[config.mk]
export PLATFORM = sky130hd
export DESIGN_NAME = i2c_req_arbiter
export DESIGN_NICKNAME = d
export VERILOG_FILES = /design/src/rtl/i2c_req_arbiter.sv
export SDC_FILE = /design/constraint.sdc
export NUM_CORES = 1
export LEC_CHECK = 0
export ABC_AREA = 1
export CAP_MARGIN = 10
export CELL_PAD_IN_SITES_DETAIL_PLACEMENT = 0
export CELL_PAD_IN_SITES_GLOBAL_PLACEMENT = 1
export CORE_ASPECT_RATIO = 1.4
export CORE_MARGIN = 8
export CORE_UTILIZATION = 31
export CTS_CLUSTER_DIAMETER = 100
export DETAILED_ROUTE_END_ITERATION = 8
export PLACE_DENSITY_LB_ADDON = 0.3
export SKIP_CTS_REPAIR_TIMING = 1
export SLEW_MARGIN = 30
export SYNTH_ARGS = -nofsm -noshare
export SYNTH_HDL_FRONTEND = slang
export SYNTH_SLANG_ARGS = --single-unit
[constraint.sdc]
create_clock -name clk -period 5.52 [get_ports clk]
set_clock_uncertainty 0.15 [all_clocks]
set_input_delay 0.828 -clock clk [delete_from_list [all_inputs] [get_ports clk]]
set_output_delay 0.828 -clock clk [all_outputs]
set_load 0.05 [all_outputs]
[src/rtl/i2c_req_arbiter.sv]
`default_nettype none
// ============================================================================
// Module   : i2c_req_arbiter
// Purpose  : Round-robin arbiter and transaction sequencer sharing one I2C
//            master controller among N_REQ requesters. The winning requester's
//            descriptor (direction, address, byte count) is latched. The master
//            is then launched with a held enable. A done pulse (or an err pulse
//            on timeout) is returned to the granted requester.
// Ports    : clk, rst_n (async, active low)
//            req/req_rw/req_addr/req_nbyte : per-requester request + descriptor
//            gnt/done/err                  : per-requester grant and result pulses
//            busy                          : FSM not in IDLE
//            m_ena/m_rw/m_addr/m_nbyte     : registered command to the I2C master
//            m_valid/m_state               : completion flag and state from master
// Options  : I2C_ARB_TIMEOUT_EN - when defined, a launch-to-completion watchdog
//            of TIMEOUT cycles aborts the transaction with an err pulse.
// Revision : 1.0 - initial release
// ============================================================================
module i2c_req_arbiter #(
  parameter int N_REQ   = 4,
  parameter int TIMEOUT = 4095
) (
  input  logic               clk,
  input  logic               rst_n,
  input  logic [N_REQ-1:0]   req,
  input  logic [N_REQ-1:0]   req_rw,
  input  logic [7*N_REQ-1:0] req_addr,
  input  logic [5*N_REQ-1:0] req_nbyte,
  output logic [N_REQ-1:0]   gnt,
  output logic [N_REQ-1:0]   done,
  output logic [N_REQ-1:0]   err,
  output logic               busy,
  output logic               m_ena,
  output logic               m_rw,
  output logic [6:0]         m_addr,
  output logic [4:0]         m_nbyte,
  input  logic               m_valid,
  input  logic [3:0]         m_state
);

  localparam int PW = (N_REQ > 1) ? $clog2(N_REQ) : 1;

  localparam logic [1:0] c_IDLE    = 2'd0;
  localparam logic [1:0] c_LAUNCH  = 2'd1;
  localparam logic [1:0] c_WAIT    = 2'd2;
  localparam logic [1:0] c_RELEASE = 2'd3;

  logic [1:0]    r_state;
  logic [PW-1:0] r_ptr;
  logic [PW-1:0] r_gidx;

  logic          w_found;
  logic [PW-1:0] w_sel;
  logic [PW:0]   w_sum;
  logic [PW-1:0] w_nxt_ptr;
  logic          w_tmo;
  logic          w_master_idle;

  assign w_master_idle = (m_state == 4'd0);

  // Pointer-priority search: walk offsets 0..N_REQ-1 from r_ptr, wrapping
  // at N_REQ (not at 2**PW), and take the first requester found.
  always_comb begin
    w_found = 1'b0;
    w_sel   = '0;
    w_sum   = '0;
    for (int k = 0; k < N_REQ; k++) begin
      w_sum = {1'b0, r_ptr} + (PW+1)'(k);
      if (w_sum >= (PW+1)'(N_REQ)) begin
        w_sum = w_sum - (PW+1)'(N_REQ);
      end
      if (!w_found && req[w_sum[PW-1:0]]) begin
        w_found = 1'b1;
        w_sel   = w_sum[PW-1:0];
      end
    end
  end

  // Next pointer: one past the requester just served, modulo N_REQ.
  assign w_nxt_ptr = (r_gidx == PW'(N_REQ-1)) ? '0 : r_gidx + PW'(1);

`ifdef I2C_ARB_TIMEOUT_EN
  localparam int CW = $clog2(TIMEOUT+1);

  logic [CW-1:0] r_cnt;

  // Counts cycles since grant; saturates at TIMEOUT so the abort condition
  // holds until the FSM acts on it.
  always_ff @(posedge clk or negedge rst_n) begin
    if (!rst_n) begin
      r_cnt <= '0;
    end else if (r_state == c_IDLE) begin
      r_cnt <= '0;
    end else if ((r_state == c_LAUNCH || r_state == c_WAIT) &&
                 (r_cnt != CW'(TIMEOUT))) begin
      r_cnt <= r_cnt + CW'(1);
    end
  end

  assign w_tmo = (r_cnt == CW'(TIMEOUT));
`else
  assign w_tmo = 1'b0;
`endif

  always_ff @(posedge clk or negedge rst_n) begin
    if (!rst_n) begin
      r_state <= c_IDLE;
      r_ptr   <= '0;
      r_gidx  <= '0;
      gnt     <= '0;
      done    <= '0;
      err     <= '0;
      busy    <= 1'b0;
      m_ena   <= 1'b0;
      m_rw    <= 1'b0;
      m_addr  <= '0;
      m_nbyte <= '0;
    end else begin
      done <= '0;
      err  <= '0;
      case (r_state)
        c_IDLE: begin
          if (w_found && w_master_idle) begin
            gnt     <= N_REQ'(1) << w_sel;
            r_gidx  <= w_sel;
            m_rw    <= req_rw[w_sel];
            m_addr  <= req_addr[w_sel*7 +: 7];
            m_nbyte <= req_nbyte[w_sel*5 +: 5];
            m_ena   <= 1'b1;
            busy    <= 1'b1;
            r_state <= c_LAUNCH;
          end
        end
        c_LAUNCH: begin
          // m_valid is not looked at here; only a timeout can abort launch.
          if (w_tmo) begin
            err     <= gnt;
            gnt     <= '0;
            m_ena   <= 1'b0;
            r_ptr   <= w_nxt_ptr;
            r_state <= c_RELEASE;
          end else if (!w_master_idle) begin
            m_ena   <= 1'b0;
            r_state <= c_WAIT;
          end
        end
        c_WAIT: begin
          // Completion takes precedence over a coincident timeout.
          if (m_valid) begin
            done    <= gnt;
            gnt     <= '0;
            r_ptr   <= w_nxt_ptr;
            r_state <= c_RELEASE;
          end else if (w_tmo) begin
            err     <= gnt;
            gnt     <= '0;
            r_ptr   <= w_nxt_ptr;
            r_state <= c_RELEASE;
          end
        end
        c_RELEASE: begin
          if (w_master_idle) begin
            busy    <= 1'b0;
            r_state <= c_IDLE;
          end
        end
        default: begin
          r_state <= c_IDLE;
          busy    <= 1'b0;
        end
      endcase
    end
  end

endmodule
`default_nettype wire

# Word level (Yosys, flattened, before mapping)
# Cells that the tools add are included.
# classes
n_addsub	8
n_mul	2
n_lt_le_gt_ge	9
n_eq_ne	8
n_shift	3
muxes	38
reduce_logical	18
# ops
cell	n
28-bit by 6-bit indexed part select with 7-bit output	1
2-bit 2-to-1 mux	13
20-bit by 6-bit indexed part select with 5-bit output	1
4-bit 2-to-1 mux	4
2-bit by 3-bit < comparator with 1-bit output, second input constant	5
1-bit 2-to-1 mux	12
1-bit binary-select mux with 2-bit select	5
2-bit by 3-bit multiplier with 5-bit output, second input constant	2
3-bit greater-or-equal comparator, second input constant	3
3-bit AND reduction	3
2-bit inequality test, second input constant	4
2-bit case mux with 4 select lines	1
4-bit case mux with 2 select lines	1
2-bit by 1-bit subtractor with 2-bit output, second input constant	4
2-bit by 2-bit adder with 3-bit output, second input constant	2
2-bit == test, second input constant	3
2-bit nonzero test	3
1-bit logical AND	4
4-bit zero test	1
1-bit case mux with 2 select lines	2
2-bit AND reduction	2
4-bit AND reduction	1
1-bit by 2-bit << shifter with 4-bit output, first input constant	1
2-bit by 1-bit adder with 3-bit output, second input constant	1
other kinds (5)	7
# word_totals
register_bits	29
in_bits	63
output_inout_bits	27
word_cells	96

# Depth between registers and ports, before layout
# Gate-level depths: netlist (run 1).
# logic_depth
ltp_word	17
depth_mapped	16
ltp_nobuf	15

# Worst setup path after synthesis (run 1)
# No wires, ideal clock.
# synth_timing
path_kind	in2reg
from	in m_state[1]
to	reg m_addr[0]
setup_time_ns	0.118
arrival_time_ns	1.944
t_required_ns	5.252
setup_slack_ns	3.309
stages	8
n_path_buf	2
cell_sequence	nor4_1 nand2_2 inv_2 nand2_2 buf_6 buf_4 nand2_1 nand2_1
# synth_via
elab_chain_len	3
# synth_lines
item	line	source
start: declaration	38	input logic [3:0] m_state
4-bit zero test	59	assign w_master_idle = (m_state == 4'd0);
1-bit logical AND	123	if (w_found && w_master_idle) begin
2-bit AND reduction (no source line)	-	
end signal: assignment	127	m_addr <= req_addr[w_sel*7 +: 7];
end: declaration	35	output logic [6:0] m_addr,
# No other way between the ends.
# A chain may end at the register's enable or synchronous reset.

# Worst setup path in the final report (run 1)
# layout_timing
from	in req[1]
to	reg m_nbyte[1]
# layout_via
elab_chain_len	14
# layout_lines
item	line	source
start: declaration	25	input logic [N_REQ-1:0] req,
1-bit binary-select mux with 2-bit select	72	if (!w_found && req[w_sum[PW-1:0]]) begin
1-bit 2-to-1 mux (implied by the code)	72	
1-bit 2-to-1 mux	72	
1-bit zero test	72	
1-bit logical AND	72	
1-bit 2-to-1 mux	72	
1-bit zero test	72	
1-bit logical AND	72	
1-bit 2-to-1 mux	72	
1-bit zero test	72	
1-bit logical AND	72	
2-bit 2-to-1 mux or 1-bit 2-to-1 mux (tied branches)	72	
2-bit by 3-bit multiplier with 5-bit output or 1-bit logical AND (tied branches)	128, 123	
20-bit by 6-bit indexed part select with 5-bit output or 2-bit AND reduction (tied branches)	-	
end signal: assignment	128	m_nbyte <= req_nbyte[w_sel*5 +: 5];
end: declaration	36	output logic [4:0] m_nbyte,
# Parallel ways exist; a longest one is shown, timed or not. The select of a mux whose other input is x is not followed.

==> results of run 1 <==
sequential cells by signal (all words and copies together) (netlist names):
name and count:
gnt 4, m_addr 7, r_ptr 2, r_gidx 2
m_rw 1, r_state 2, m_nbyte 5, busy 1
done 4, m_ena 1
through the flow:
stage | cell area [sq um] | std cells | utilization (%) | setup slack [ns]
final | 3120 | 501 | 45.6 | 2.29
after CTS | 3120 | 501 | 45.6 | 2.23
after floorplan | 2170 | 331 | - | 3.31
after global routing | 3120 | 501 | 45.6 | 1.86
after global placement | 3020 | 493 | 44.1 | 1.96
after detailed placement | 3020 | 493 | 44.1 | 1.94
cell usage in the layout, fill, tap and decap left out, types with 2 or more instances in the layout:
cell type	count
nand2_1	171
clkdlybuf4s50_1	85
dfrtp_1	29
nand4_1	27
inv_1	15
nor2_1	13
nand2_2	11
clkbuf_8	7
nand3_1	6
inv_2	5
nand3_2	5
o21ai_1	5
o21ai_0	5
ha_1	5
conb_1	4
nand2_4	2
a21oi_1	2
cell families (layout without fill, tap and decap cells):
logic type                 after synthesis  after routing  share of synthesized area (%)
adders and majority gates                5              5                           2.90
and+or+nand+nor                        239            239                           50.1
other                                    1              4                          0.174
AOI/OAI and AO/OA                       15             15                           3.88
buffers and inverters                   39            114                           9.33
DFF                                     29             29                           33.6
final cells by class:
class | instances | area (sq um)
clock inverters | 1 | 5.00
clock buffers | 7 | 96.3
well taps | 95 | 119
flip-flops and latches | 29 | 726
fillers | 726 | 3720
repair buffers | 86 | 858
inverters | 20 | 75.1
multi-input cells | 263 | 1240
final timing paths:
path                                           to  slack, ns  cells past startpoint              startpoint
setup reg to reg           m_nbyte[1]$_DFFE_PN0P_       2.58                     15    r_ptr[0]$_DFFE_PN0P_
setup / recovery           m_nbyte[1]$_DFFE_PN0P_       2.29                     15                  req[1]
hold reg to reg            m_nbyte[2]$_DFFE_PN0P_       0.33                      2  m_nbyte[2]$_DFFE_PN0P_
hold / removal             m_nbyte[2]$_DFFE_PN0P_       0.33                      2  m_nbyte[2]$_DFFE_PN0P_
max in group asynchronous   m_addr[1]$_DFFE_PN0P_       4.16                      2                   rst_n
min in group asynchronous  m_nbyte[0]$_DFFE_PN0P_       0.78                      2                   rst_n
power groups by stage:
stage	Combinational (mW)	Sequential (mW)	Clock, mW
floorplan	0.935	0.497	0
detailed placement	1.39	0.348	0
finish	1.37	0.345	0.192
global placement	1.39	0.349	0
CTS	1.39	0.346	0.198
global route	1.58	0.354	0.209
layer usage:
layer / GRT usage (%) / vias up
met5: 0 / -
met4: 4.38 / 0
met1: 17.6 / 1022
li1: - / 1189
met3: 4.01 / 7
met2: 23.6 / 59
worst reg2reg max path, cell delays in order (launching register included):
cell,delay (ns)
dfrtp_1,0.59
inv_2,0.17
nand2_1,0.11
nand2_2,0.08
nand2_1,0.06
nand2_1,0.05
nand2_1,0.08
nand2_1,0.07
nand2_2,0.36
nand3_2,0.59
nand2_1,0.20
nand2_1,0.10
nand2_1,0.08
nand2_1,0.05
nand2_1,0.05
nand2_1,0.05
==> run_results.csv, run 1 <==
group,metric,value,unit
sta,final.setup.tns,0,ns
pwr,power_leakage,1.58,nW
pwr,p_comb_share,71.9,%
route,firstDrtPassIters,4,
route,drt_iter0_markers,79,
run_status,outcome,"complete, no violations",
global_route,grt_max_degree,32,
route,routed_wl,6970,um
placement,gp_congestion,0.846,
flow_run,maxCapViolCount,0,
worst_setup_path,cp_common_cell,"nand2_1",
worst_setup_path,path_delay_family,"simple AND/OR/NAND/NOR gates",
pwr,p_switching,1.08,mW
worst_setup_path,worstPathBufferInverterCount,2,
route,remaining_drc_errors,0,
sta,rsz0062_at_grt,"no",
synthesis,netlist_top_cells_count,"nand2_1, dfrtp_1, nand4_1",
clock_tree,numCtsBuffers,5,
route,drt.antenna.violating_nets,0,
sta,period_needed,3.23,ns
route,routed.top_layer,"met4",
global_route,grt_overflow_total,0,
pwr,p_int,831,uW
sta,timing.final.crit_share,58.4,%
synthesis,synth_most_common_cell,"nand2_1",
synthesis,synth.avg_cell_area,6.58,sq um
worst_setup_path,cp_cell_sequence,"clkdlybuf4s50_1, inv_1, nand2_2, nand3_1, nand2_1, nand2_1, nand2_1, nand2_2, nand3_2, nand2_1, nand2_1, nand2_1, nand2_1, nand2_1, nand2_1",
die,core-area,6850,sq um
route,met2_length,3380,um
synthesis,synthTopCellsByArea,"dfrtp_1, nand2_1, nand4_1",
clock_tree,clk_pin_slew,0.06,ns
final_layout,area_growth,44.6,%
pwr,seqPwrFrac,18.1,%
synthesis,synthDominantCellAreaShare,33.6,%
synthesis,synth_edf_count,0,
synthesis,synthArstFlopShare,100,%
route,via_count,2277,
worst_setup_path,crit_slowest_cell,"nand3_2",
die,core.rowCount,36,
synthesis,ys_types,25,
global_route,grt_pass1_wl,11500,um
sta,max-slew-margin-rel,52.2,%
global_route,grtUsageTotal,14.3,%
pwr,ir_worst_vdd,0.000319,V
worst_setup_path,crit_required,5.54,ns
synthesis,synth_warnings,0,
die,initial_core_util,31.5,%
synthesis,syn_inst,328,
sta,setup_viol,0,
final_layout,drive_gt1_share,8.62,%
route,viasPerCell,4.54,
clock_tree,cts.sinks,29,
worst_setup_path,slowest_delay,0.59,ns
die,pin_count,90,
synthesis,ys_ff_latch,29,
route,met3_length,461,um
clock_tree,clkLatencyLatePin,0.27,ns
sta,whs,0.331,ns
clock_tree,cts_tree,"done",
global_route,grt_pass1_vias,2352,
sta,slew_viol_final,0,
synthesis,yosysSeqAreaShare,33.6,%
route,wl_met1,3020,um
sta,clock.fmax,0.310,GHz
sta,worstMarginPinSlew,0.710,ns
clock_tree,htreeDepth,2,
global_route,antenna_found_initial,0,
worst_setup_path,worstSetupStartpointType,"input port",
placement,dp_hpwl,5310,um
pwr,power_frac_clock,10.0,%
worst_setup_path,cp-end-kind,"register",
sta,hold_violations,0,
synthesis,yosysTopAreaCell,"dfrtp_1",
worst_setup_path,crit_arrival,3.24,ns
clock_tree,clk_path_buf_depth,2,
route,routedWlPerCell,13.9,um
placement,portBuffers,85,
die,dieHeight,115,um
worst_setup_path,critPathKind,"input port to register",
die,die_area,9930,sq um
final_layout,antenna_cells,0,
pwr,pwr_density_cell,612,nW/um^2
synthesis,netlist_area,2160,sq um
min_path,hp-class,"register to register",
pwr,power.total,1.91,mW
clock_tree,cts_root_buf,"clkbuf_8",
synthesis,synthFlopType,"dfrtp_1",
pwr,switching_share,56.5,%
die,die_w,86.5,um
worst_setup_path,critPathMaxFanout,31,
final_layout,nets,473,
(Power assumes the default switching activity.)
==> inputs of run 2 (changes only) <==
--- a/config.mk
+++ b/config.mk
@@ -11,7 +11,7 @@
 export CELL_PAD_IN_SITES_GLOBAL_PLACEMENT = 1
 export CORE_ASPECT_RATIO = 1.4
 export CORE_MARGIN = 8
-export CORE_UTILIZATION = 31
+export CORE_UTILIZATION = 29
 export CTS_CLUSTER_DIAMETER = 100
 export DETAILED_ROUTE_END_ITERATION = 8
 export PLACE_DENSITY_LB_ADDON = 0.3
==> constraint.sdc (replaced) <==
create_clock -name clk -period 3.1 [get_ports clk]
set_clock_uncertainty 0.15 [all_clocks]
set_input_delay 0.465 -clock clk [delete_from_list [all_inputs] [get_ports clk]]
set_output_delay 0.465 -clock clk [all_outputs]
set_load 0.05 [all_outputs]
==> run 2 against run 1 <==
Compared with the run above: total power grew 82%; critical path type is now register to register; first-iteration DRC count increased by 38%; register-to-register slack got worse by 1.9 ns; highest routed layer unchanged; non-clock buffer count rose by 6; flip-flop and latch count unchanged; worst hold slack lost 0.0021 ns; cell count grew 1.6%; setup slack got worse by 1.6 ns; via count is 1.7% higher; count of clock-buffer cells in the layout fell by 1; sequential share of layout area down 0.30 points; global-route usage shrank 0.85 points; critical endpoint is now m_rw$_DFFE_PN0P_.
==> run_results.csv, run 2 (synthesis results as in run 1) <==
group,metric,value,unit
sta,final.setup.tns,0,ns
route,remaining_drc_errors,0,
worst_setup_path,crit_end,"m_rw$_DFFE_PN0P_",
sta,rsz0062_at_grt,"no",
final_layout,drive_gt1_share,9.71,%
sta,period_needed,2.41,ns
global_route,grt_pass1_wl,11300,um
worst_setup_path,cp-end-kind,"register",
final_layout,nets,479,
global_route,grt_max_degree,30,
worst_setup_path,slowest_delay,0.60,ns
min_path,hold_path_depth,2,
worst_setup_path,critPathMaxFanout,20,
route,routed_wl,7050,um
worst_setup_path,r2r-start,"r_ptr[0]$_DFFE_PN0P_",
placement,dpl_cell_area,3080,sq um
sta,slew_viol_final,0,
global_route,grtUsageTotal,13.5,%
route,viasPerCell,4.55,
sta,hold_violations,0,
worst_setup_path,crit_slowest_cell,"dfrtp_1",
worst_setup_path,crit_arrival,2.43,ns
clock_tree,cts_tree,"done",
worst_setup_path,cp_common_cell,"nand2_1",
final_layout,largest_reg_flops,7,
placement,gp_congestion,0.778,
global_route,grt_pass1_vias,2297,
die,dieHeight,118,um
global_route,grt_overflow_total,0,
sta,timing.final.crit_share,77.7,%
route,via_count,2315,
sta,whs,0.329,ns
sta,worstMarginPinSlew,0.550,ns
worst_setup_path,r2r_end,"m_rw$_DFFE_PN0P_",
final_layout,final_cell_area,3160,sq um
sta,setup_viol,0,
clock_tree,clk_pin_slew,0.07,ns
final_layout,fin_cells,509,
worst_setup_path,r2r.worst_path.cells,14,
placement,dp.cells,501,
pwr,ir_worst_vdd,0.000376,V
die,core-area,7270,sq um
placement,portBuffers,85,
die,die_area,10500,sq um
pwr,power_leakage,1.60,nW
worst_setup_path,rrSetupSlack,0.69,ns
die,die_w,88.9,um
die,initial_core_util,29.7,%
flow_run,maxCapViolCount,0,
pwr,pwr_density_cell,1100,nW/um^2
final_layout,largest_register,"m_addr",
route,drt.antenna.violating_nets,0,
route,drt_iter0_markers,109,
route,routedWlPerCell,13.8,um
run_status,outcome,"complete, no violations",
die,pin_count,90,
min_path,hp-class,"register to register",
clock_tree,numCtsBuffers,5,
worst_setup_path,cp_cell_sequence,"inv_2, nand2_1, nand3_1, nand2_1, inv_1, nand3_4, nand3_2, buf_12, nand2_1, nand2_1, nand2_1, nand2_1, nand2_1, nand2_1",
clock_tree,cts.sinks,29,
worst_setup_path,crit_required,3.12,ns
final_layout,antenna_cells,0,
clock_tree,clkLatencyLatePin,0.28,ns
worst_setup_path,worstSetupStartpointType,"register",
sta,max-slew-margin-rel,63.2,%
final_layout,final_common_cell,"nand2_1",
route,firstDrtPassIters,4,
clock_tree,clk_path_buf_depth,2,
worst_setup_path,critPathKind,"register to register",
clock_tree,cts_root_buf,"clkbuf_8",
clock_tree,htreeDepth,2,
placement,dp_hpwl,5490,um
final_layout,area_growth,46.5,%
die,core.rowCount,37,
global_route,antenna_found_initial,0,
worst_setup_path,startpoint,"r_ptr[0]$_DFFE_PN0P_",
final_layout,final_cell_mix,"nand2_1, clkdlybuf4s50_1, dfrtp_1",
final_layout,reg.largest.list,"m_addr x7, m_nbyte x5",
sta,clock.fmax,0.415,GHz
## run 2: stage by stage
step | total power [mW] | setup slack (ns) | util [%]
floorplan | 2.55 | 1.25 | -
global placement | 3.21 | 0.520 | 42.4
detailed placement | 3.19 | 0.503 | 42.4
CTS | 3.51 | 0.696 | 43.5
global route | 3.82 | 0.407 | 43.5
finish | 3.47 | 0.691 | 43.5
## run 2: power breakdown
part           internal [mW]  switching [mW]  total [mW]
Clock                  0.155           0.148       0.304
Combinational          0.859            1.69        2.55
Sequential             0.505           0.110       0.614
Total                   1.52            1.95        3.47
## run 2: per-layer routing
metal	global-route usage (%)	wire, um	vias to the layer above	part of all wire, %
met5	0	0	-	0
met4	3.76	79	0	1.1
met3	3.91	440	6	6.2
met2	22.0	3410	54	48
met1	16.5	3120	1052	44
li1	-	-	1203	-
## run 2: worst min-delay path by stage
stage,end,start
after floorplan,busy$_DFFE_PN0P_,rst_n
after global placement,m_rw$_DFFE_PN0P_,m_rw$_DFFE_PN0P_
after detailed placement,m_addr[1]$_DFFE_PN0P_,m_addr[1]$_DFFE_PN0P_
after CTS,m_addr[1]$_DFFE_PN0P_,m_addr[1]$_DFFE_PN0P_
after global routing,m_addr[6]$_DFFE_PN0P_,m_addr[6]$_DFFE_PN0P_
final,m_addr[1]$_DFFE_PN0P_,m_addr[1]$_DFFE_PN0P_
## run 2: worst max-delay path: cells and delay by family (launching register included)
| kind | cells | cell delay, ns |
|---|---|---|
| buf+inv | 3 | 0.53 |
| simple gates | 11 | 1.02 |
| flops | 1 | 0.60 |
## run 2: cell type report
| class | instances | area (sq um) |
|---|---|---|
| clock buffer | 6 | 72.6 |
| inverter | 20 | 75.1 |
| sequential | 29 | 726 |
| multi-input combinational | 263 | 1240 |
| tap | 97 | 121 |
| fill | 770 | 4100 |
| timing repair buffer | 92 | 916 |
| clock inverter | 2 | 10.0 |
==> inputs of run 3 (changes only) <==
--- a/config.mk
+++ b/config.mk
@@ -11,7 +11,7 @@
 export CELL_PAD_IN_SITES_GLOBAL_PLACEMENT = 1
 export CORE_ASPECT_RATIO = 1.4
 export CORE_MARGIN = 8
-export CORE_UTILIZATION = 29
+export CORE_UTILIZATION = 26
 export CTS_CLUSTER_DIAMETER = 100
 export DETAILED_ROUTE_END_ITERATION = 8
 export PLACE_DENSITY_LB_ADDON = 0.3
==> constraint.sdc (replaced) <==
create_clock -name clk -period 2.2 [get_ports clk]
set_clock_uncertainty 0.15 [all_clocks]
set_input_delay 0.33 -clock clk [delete_from_list [all_inputs] [get_ports clk]]
set_output_delay 0.33 -clock clk [all_outputs]
set_load 0.05 [all_outputs]
==> run 3 against run 2 <==
Compared with the run above: wire length grew 10%; largest power group unchanged; cell count is 3.7% higher; worst hold slack worse by 0.037 ns; highest routed layer unchanged.
==> run_results.csv, run 3 (synthesis results as in run 1) <==
group,metric,value,unit
pwr,p_int,2.99,mW
final_layout,antenna_cells,0,
worst_setup_path,critPathKind,"register to register",
route,via_count,2404,
placement,portBuffers,85,
clock_tree,clk_path_buf_depth,2,
global_route,antenna_found_initial,0,
pwr,switching_share,51.1,%
pwr,p_switching,3.13,mW
global_route,grtUsageTotal,12.6,%
die,die_w,93.0,um
sta,setup_viol,0,
sta,clock.fmax,0.475,GHz
route,drt.antenna.violating_nets,0,
clock_tree,numCtsBuffers,5,
global_route,grt_max_degree,30,
route,drt_iter0_markers,133,
sta,final.setup.tns,0,ns
pwr,power_leakage,1.75,nW
die,core.rowCount,39,
final_layout,reg.largest.list,"m_addr x7, m_nbyte x5",
die,initial_core_util,26.7,%
run_status,outcome,"complete, no violations",
route,firstDrtPassIters,5,
worst_setup_path,critPathMaxFanout,8,
worst_setup_path,crit_arrival,2.11,ns
final_layout,final_cell_area,3520,sq um
placement,dp_hpwl,5690,um
route,viasPerCell,4.55,
final_layout,largest_reg_flops,7,
clock_tree,clk_pin_slew,0.05,ns
clock_tree,htreeDepth,2,
min_path,hp-class,"input port to asynchronous set/reset pin",
sta,worstMarginPinSlew,0.567,ns
die,dieHeight,124,um
final_layout,drive_gt1_share,17.4,%
global_route,grt_overflow_total,0,
clock_tree,cts.sinks,29,
sta,period_needed,2.10,ns
die,die_area,11500,sq um
pwr,ir_worst_vdd,0.000784,V
clock_tree,cts_root_buf,"clkbuf_16",
final_layout,nets,494,
worst_setup_path,rrSetupSlack,0.1,ns
pwr,seqPwrFrac,14.0,%
global_route,grt_pass1_vias,2394,
pwr,p_comb_share,75.0,%
worst_setup_path,slowest_delay,0.45,ns
final_layout,final_common_cell,"nand2_1",
sta,hold_violations,0,
route,routedWlPerCell,14.7,um
die,core-area,8100,sq um
placement,gp_congestion,0.788,
final_layout,largest_register,"m_addr",
final_layout,nFillCells,842,
worst_setup_path,cp-end-kind,"register",
worst_setup_path,worstSetupStartpointType,"register",
clock_tree,cts_tree,"done",
sta,max-slew-margin-rel,62.1,%
pwr,power_frac_clock,10.9,%
pwr,pwr_density_cell,1740,nW/um^2
final_layout,final_cell_mix,"nand2_1, clkdlybuf4s50_1, nand4_1, dfrtp_1, nand2_2",
die,pin_count,90,
worst_setup_path,crit_slowest_cell,"dfrtp_2",
placement,dpl_cell_area,3190,sq um
sta,timing.final.crit_share,95.6,%
worst_setup_path,cp_cell_sequence,"buf_6, nand2_2, nand2_2, nand2_1, nand2_1, nand2_2, nand2_2, nand2_4, nand3_4, clkbuf_16, nand2_1, nand2_1, nand2_1, nand2_2, nand2_2, nand2_1",
flow_run,maxCapViolCount,0,
route,routed_wl,7780,um
sta,slew_viol_final,0,
worst_setup_path,crit_required,2.21,ns
route,remaining_drc_errors,0,
clock_tree,clkLatencyLatePin,0.27,ns
global_route,grt_pass1_wl,11600,um
final_layout,area_growth,63.0,%
==> run 3: cell count changes in the layout (fill, tap and decap cells not counted), moves of 3 or more <==
cell | previous run | this run
buf_12 | 1 | 5
clkbuf_16 | 0 | 7
nand2_2 | 11 | 23
nand2_4 | 2 | 5
buf_4 | 6 | 12
clkbuf_8 | 5 | 1
nand2_1 | 171 | 156
==> run 3: final timing paths <==
path                                  startpoint                     end  cells past startpoint
max                         r_ptr[0]$_DFFE_PN0P_   m_addr[4]$_DFFE_PN0P_                     16
min                                        rst_n  m_nbyte[1]$_DFFE_PN0P_                      2
max reg2reg                 r_ptr[0]$_DFFE_PN0P_   m_addr[4]$_DFFE_PN0P_                     16
min reg2reg                m_addr[5]$_DFFE_PN0P_   m_addr[5]$_DFFE_PN0P_                      2
max in group asynchronous                  rst_n    r_ptr[0]$_DFFE_PN0P_                      2
min in group clk           m_addr[5]$_DFFE_PN0P_   m_addr[5]$_DFFE_PN0P_                      2
==> run 3: metrics by stage <==
stage                     util, %  hold slack, ns  cells  worst slack (ns)  total power [mW]
after floorplan                 -          -0.116    331             0.351              3.59
final                        43.5           0.292    528            0.0967              6.12
after detailed placement     39.4           0.314    513           -0.0981              4.87
after CTS                    41.1           0.315    520            0.0659              5.56
after global placement       39.4           0.312    513           -0.0714              4.87
after global routing         43.5           0.328    528           -0.0458              6.62
==> run 3: power by group through the flow <==
stage | clock, mW | sequential [mW] | combinational, mW
2_1_floorplan | 0 | 1.25 | 2.34
3_3_place_gp | 0 | 0.852 | 4.02
3_5_place_dp | 0 | 0.853 | 4.02
4_1_cts | 0.682 | 0.849 | 4.03
5_1_grt | 0.707 | 0.884 | 5.03
6_report | 0.670 | 0.857 | 4.59
==> run 3: cell type report <==
cell class | instances | area [sq um] | area share, %
multi-input combinational | 263 | 1310 | 37.3
timing repair buffer | 106 | 1120 | 31.7
sequential | 29 | 728 | 20.7
clock buffer | 7 | 143 | 4.05
tap | 102 | 128 | 3.63
inverter | 20 | 83.8 | 2.38
timing repair inverter | 1 | 7.51 | 0.213
==> run 3: critical path, delay by kind of cell (launching register included) <==
family / cells / cell delay, ns
buf+inv: 2 / 0.36
flops: 1 / 0.45
simple gates: 14 / 1.03
==> run 3: metal layers <==
layer,share of wire [%],global-route usage [%],vias up,routed length (um)
li1,-,-,1232,-
met1,42,14.7,1099,3280
met2,51,22.4,64,3970
met3,5.5,2.83,9,424
met4,1.4,3.94,0,106
met5,0,0,-,0
